### src/rtl/rf_dump_reader.sv
// Sequential register-file dump engine: walks FIRST..LAST on a spare combinational read port
// and streams each captured word to a debug sink over a valid/ready handshake.
module rf_dump_reader #(
  parameter int unsigned AW    = 5,
  parameter int unsigned DW    = 32,
  parameter int unsigned FIRST = 0,
  parameter int unsigned LAST  = 31
) (
  input  logic          clk,
  input  logic          rst,
  input  logic          start,
  input  logic          abort,
  output logic [AW-1:0] rf_addr,
  input  logic [DW-1:0] rf_data,
  output logic          out_valid,
  input  logic          out_ready,
  output logic [AW-1:0] out_addr,
  output logic [DW-1:0] out_data,
  output logic          busy,
  output logic          done
);

  localparam logic [AW-1:0] FirstAddr = AW'(FIRST);
  localparam logic [AW-1:0] LastAddr  = AW'(LAST);

  typedef enum logic [1:0] {StIdle, StRead, StSend, StDone} state_e;

  state_e        state_q, state_d;
  logic [AW-1:0] addr_q, addr_d;
  logic [AW-1:0] out_addr_q;
  logic [DW-1:0] out_data_q;
  logic          capture;

  always_comb begin
    state_d = state_q;
    addr_d  = addr_q;
    capture = 1'b0;
    if (abort) begin
      // Cancel drops any presented word and rewinds without a done pulse.
      state_d = StIdle;
      addr_d  = FirstAddr;
    end else begin
      case (state_q)
        StIdle: begin
          addr_d = FirstAddr;
          if (start) state_d = StRead;
        end
        StRead: begin
          capture = 1'b1;
          state_d = StSend;
        end
        StSend: begin
          if (out_ready) begin
            // The LAST check comes first, so the address never wraps.
            if (addr_q == LastAddr) begin
              state_d = StDone;
            end else begin
              addr_d  = addr_q + AW'(1);
              state_d = StRead;
            end
          end
        end
        StDone: begin
          state_d = StIdle;
          addr_d  = FirstAddr;
        end
        default: begin
          state_d = StIdle;
          addr_d  = FirstAddr;
        end
      endcase
    end
  end

  always_ff @(posedge clk or negedge rst) begin
    if (!rst) begin
      state_q    <= StIdle;
      addr_q     <= FirstAddr;
      out_addr_q <= '0;
      out_data_q <= '0;
    end else begin
      state_q <= state_d;
      addr_q  <= addr_d;
      if (capture) begin
        out_addr_q <= addr_q;
        out_data_q <= rf_data;
      end
    end
  end

  assign rf_addr   = addr_q;
  assign out_valid = (state_q == StSend);
  assign out_addr  = out_addr_q;
  assign out_data  = out_data_q;
  assign busy      = (state_q == StRead) || (state_q == StSend);
  assign done      = (state_q == StDone);

endmodule

### config.mk
export PLATFORM = sky130hd
export DESIGN_NAME = rf_dump_reader
export DESIGN_NICKNAME = d
export VERILOG_FILES = /design/src/rtl/rf_dump_reader.sv
export SDC_FILE = /design/constraint.sdc
export NUM_CORES = 1
export LEC_CHECK = 0
export BUFFER_PORTS_ARGS = -buffer_cell sky130_fd_sc_hd__buf_2
export CAP_MARGIN = 20
export CORE_MARGIN = 3
export CORE_UTILIZATION = 49
export DETAILED_ROUTE_END_ITERATION = 7
export PLACE_DENSITY = 0.81
export SLEW_MARGIN = 20
export SYNTH_ARGS = -nofsm -noshare
export SYNTH_HDL_FRONTEND = slang
export SYNTH_SLANG_ARGS = --single-unit
### constraint.sdc
create_clock -name clk -period 2.9 [get_ports clk]
set_clock_uncertainty 0.1 [all_clocks]
set_input_delay 0.29 -clock clk [delete_from_list [all_inputs] [get_ports clk]]
set_output_delay 0.29 -clock clk [all_outputs]
set_load 0.01 [all_outputs]
==> run summary <==
post_cts resized -> 0
Yosys top cell area share -> 56.0%
Mapped Cells -> 119
initial antenna violation count -> 0
routed len/inst -> 13.9 um
crit path max fanout -> 5
Clock Tree Root -> clkbuf_8
Seq/Total Area, Yosys -> 56.0%
worst path required time -> 2.98 ns
Rows -> 22
total length of routed wires -> 3530 um
final worst path period share -> 66.5%
Synthesized Nets -> 162
Final #Nets -> 248
maximum vdd drop -> 0.000452 V
Die Ht -> 69.3 um
Synth Cell Area -> 1970 um^2
max cap viols -> 0
largest net degree at the start of global routing -> 45
cell taking the most area after synthesis -> dfrtp_1
Core Util, Final -> 65.6%
Clock power frac -> 19.9%
CTS Buf Count -> 5
synthesis-stage register bit count -> 44
Placer Congestion -> 0.797
Detailed Place HPWL -> 2600 um
n_diodes -> 0
Worst slew margin -> 38.2%
R2R cell count -> 6
Initial Utilization -> 52.1%
fin crit period -> 1.93 ns
RSZ-0062 raised after global routing -> no
worst r2r src -> rf_addr[0]$_DFFE_PN0P_
Mapped Avg Cell Area -> 16.5 um^2
Post-CTS Hold Buffers -> 0
leakage -> 1.32 nW
first-pass GRT wire length -> 6090 um
CP Launch Type -> flop
Layout area overhead -> 25.8%
core footprint -> 3770 um^2
layout cells sized above 1 -> 62.6%
switching power -> 567 uW
Power Density -> 787 nW/um^2
Min Hold Slack -> 0.0420 ns
# Post-CTS Setup Buffers -> 0
Min-Delay Path Class -> in -> async
antenna viol nets, final -> 0
Total Power -> 1.95 mW
vias in the first global route -> 1301
die footprint -> 4810 um^2
IO Port Bufs -> 81
Pins Over Slew Limit -> 0
via count -> 1252
sw frac -> 29.2%
status -> finished clean
R2R setup slack -> 0.97 ns
Ys Warns -> 0
Setup-failing EPs final -> 0
Worst Setup End Kind -> flop
Worst-Skew Late Latency -> 0.29 ns
Seq pwr share -> 46.0%
CTS sink cnt -> 44
synth top area cells -> dfrtp_1 (56%), mux2_4 (23%), mux2_2 (4.6%), ha_1 (3.8%), buf_12 (3.1%)
H-tree Lvls -> 2
setup TNS -> 0 ns
critical path arrival -> 2.01 ns
Comb pwr share -> 34.1%
crit path kind -> reg -> reg
first drt pass iteration count -> 3
Initial DRC Count -> 47
Yosys cell types -> 26
CP Launch Point -> rf_addr[0]$_DFFE_PN0P_
Fmax -> 518 MHz
internal power -> 1.38 mW
Final Hold Fails -> 0
Clock Pin Slew Worst Setup and Hold Paths -> 0.08 ns
global route overflow -> 0
clock buffer depth -> 2
Setup crit end -> rf_addr[2]$_DFFE_PN0P_
Ports -> 82
Post-route DRC -> 0
end of the worst register-to-register path -> rf_addr[2]$_DFFE_PN0P_
worst slew pin tran -> 0.927 ns
CTS tree -> built
all-layer global routing usage -> 15.6%
vias per cell -> 4.93
Die X -> 69.3 um
[stage by stage]
step                area (um^2)  setup WS (ns)  std cells
floorplan                  1970           1.06        119
global placement           2380           1.05        246
detailed placement         2380          0.986        246
CTS                        2470          0.962        254
global route               2470          0.788        254
finish                     2470          0.970        254
[power groups by stage]
stage          registers [mW]  logic [mW]  clock network, mW
2_1_floorplan           0.996       0.323                  0
3_3_place_gp            0.896       0.664                  0
3_5_place_dp            0.907       0.671                  0
4_1_cts                 0.897       0.676              0.398
5_1_grt                 0.926       0.715              0.432
6_report                0.895       0.664              0.387
[layer usage]
metal	wire [um]	up-vias	global-route usage (%)
li1	-	592	-
met1	1610	603	20.8
met2	1650	52	24.3
met3	239	5	5.65
met4	27	0	3.47
met5	0	-	0
[worst min-delay path by stage]
stage | start | to | depth (start not counted)
finish | rst | out_data[12]$_DFFE_PN0P_ | 1
global route | rf_data[29] | out_data[29]$_DFFE_PN0P_ | 2
CTS | rst | rf_addr[3]$_DFFE_PN0P_ | 1
detailed placement | rst | out_data[20]$_DFFE_PN0P_ | 1
global placement | rst | out_data[12]$_DFFE_PN0P_ | 1
floorplan | rst | out_addr[0]$_DFFE_PN0P_ | 0
[logic make-up after synthesis]
kind of cell               synth area share [%]
xor gates and xnor gates                  0.446
DFF                                        56.0
buffers and inverters                      4.39
adders and majority gates                  3.82
and+or+nand+nor                            4.39
AOI/OAI and AO/OA                          3.44
muxes                                      27.5
[Yosys cell counts (all sizes together)]
library cell,number
and2,1
ha,6
mux2,38
or3,1
nor4,1
a21oi,2
inv,4
nand2b,1
o31ai,1
buf,4
nor2b,3
xnor2,1
o211a,1
a22o,3
a211o,1
nand3,1
and3,1
o21ai,1
dfrtp,44
nor4b,1
or4,1
nand3b,1
nor3,1
[layout by cell type, fill, tap and decap left out, drive strengths merged, types with 2 or more instances in the layout]
cell     n
a21oi    2
a22o     3
buf     83
clkbuf   7
dfrtp   44
ha       6
inv      4
mux2    38
nor2b    3
[layout make-up]
| type | instances | area [um^2] |
|---|---|---|
| Clock inverter | 1 | 7.51 |
| Tap cell | 48 | 60.1 |
| Sequential cell | 44 | 1100 |
| Inverter | 4 | 15.0 |
| Timing Repair Buffer | 83 | 420 |
| Multi-Input combinational cell | 67 | 783 |
| Fill cell | 281 | 1300 |
| Clock buffer | 7 | 86.3 |
[worst max-delay path: stages (launching register included)]
cell	delay (ns)
dfrtp_1	0.43
ha_1	0.25
and3_1	0.16
ha_1	0.18
nand3b_1	0.19
o211a_1	0.21
a211o_1	0.30
[state kept, by name (all words and copies together) (netlist names)]
signal / cells
state_q: 2
out_data: 32
out_addr: 5
rf_addr: 5
(Power assumes the default switching activity.)
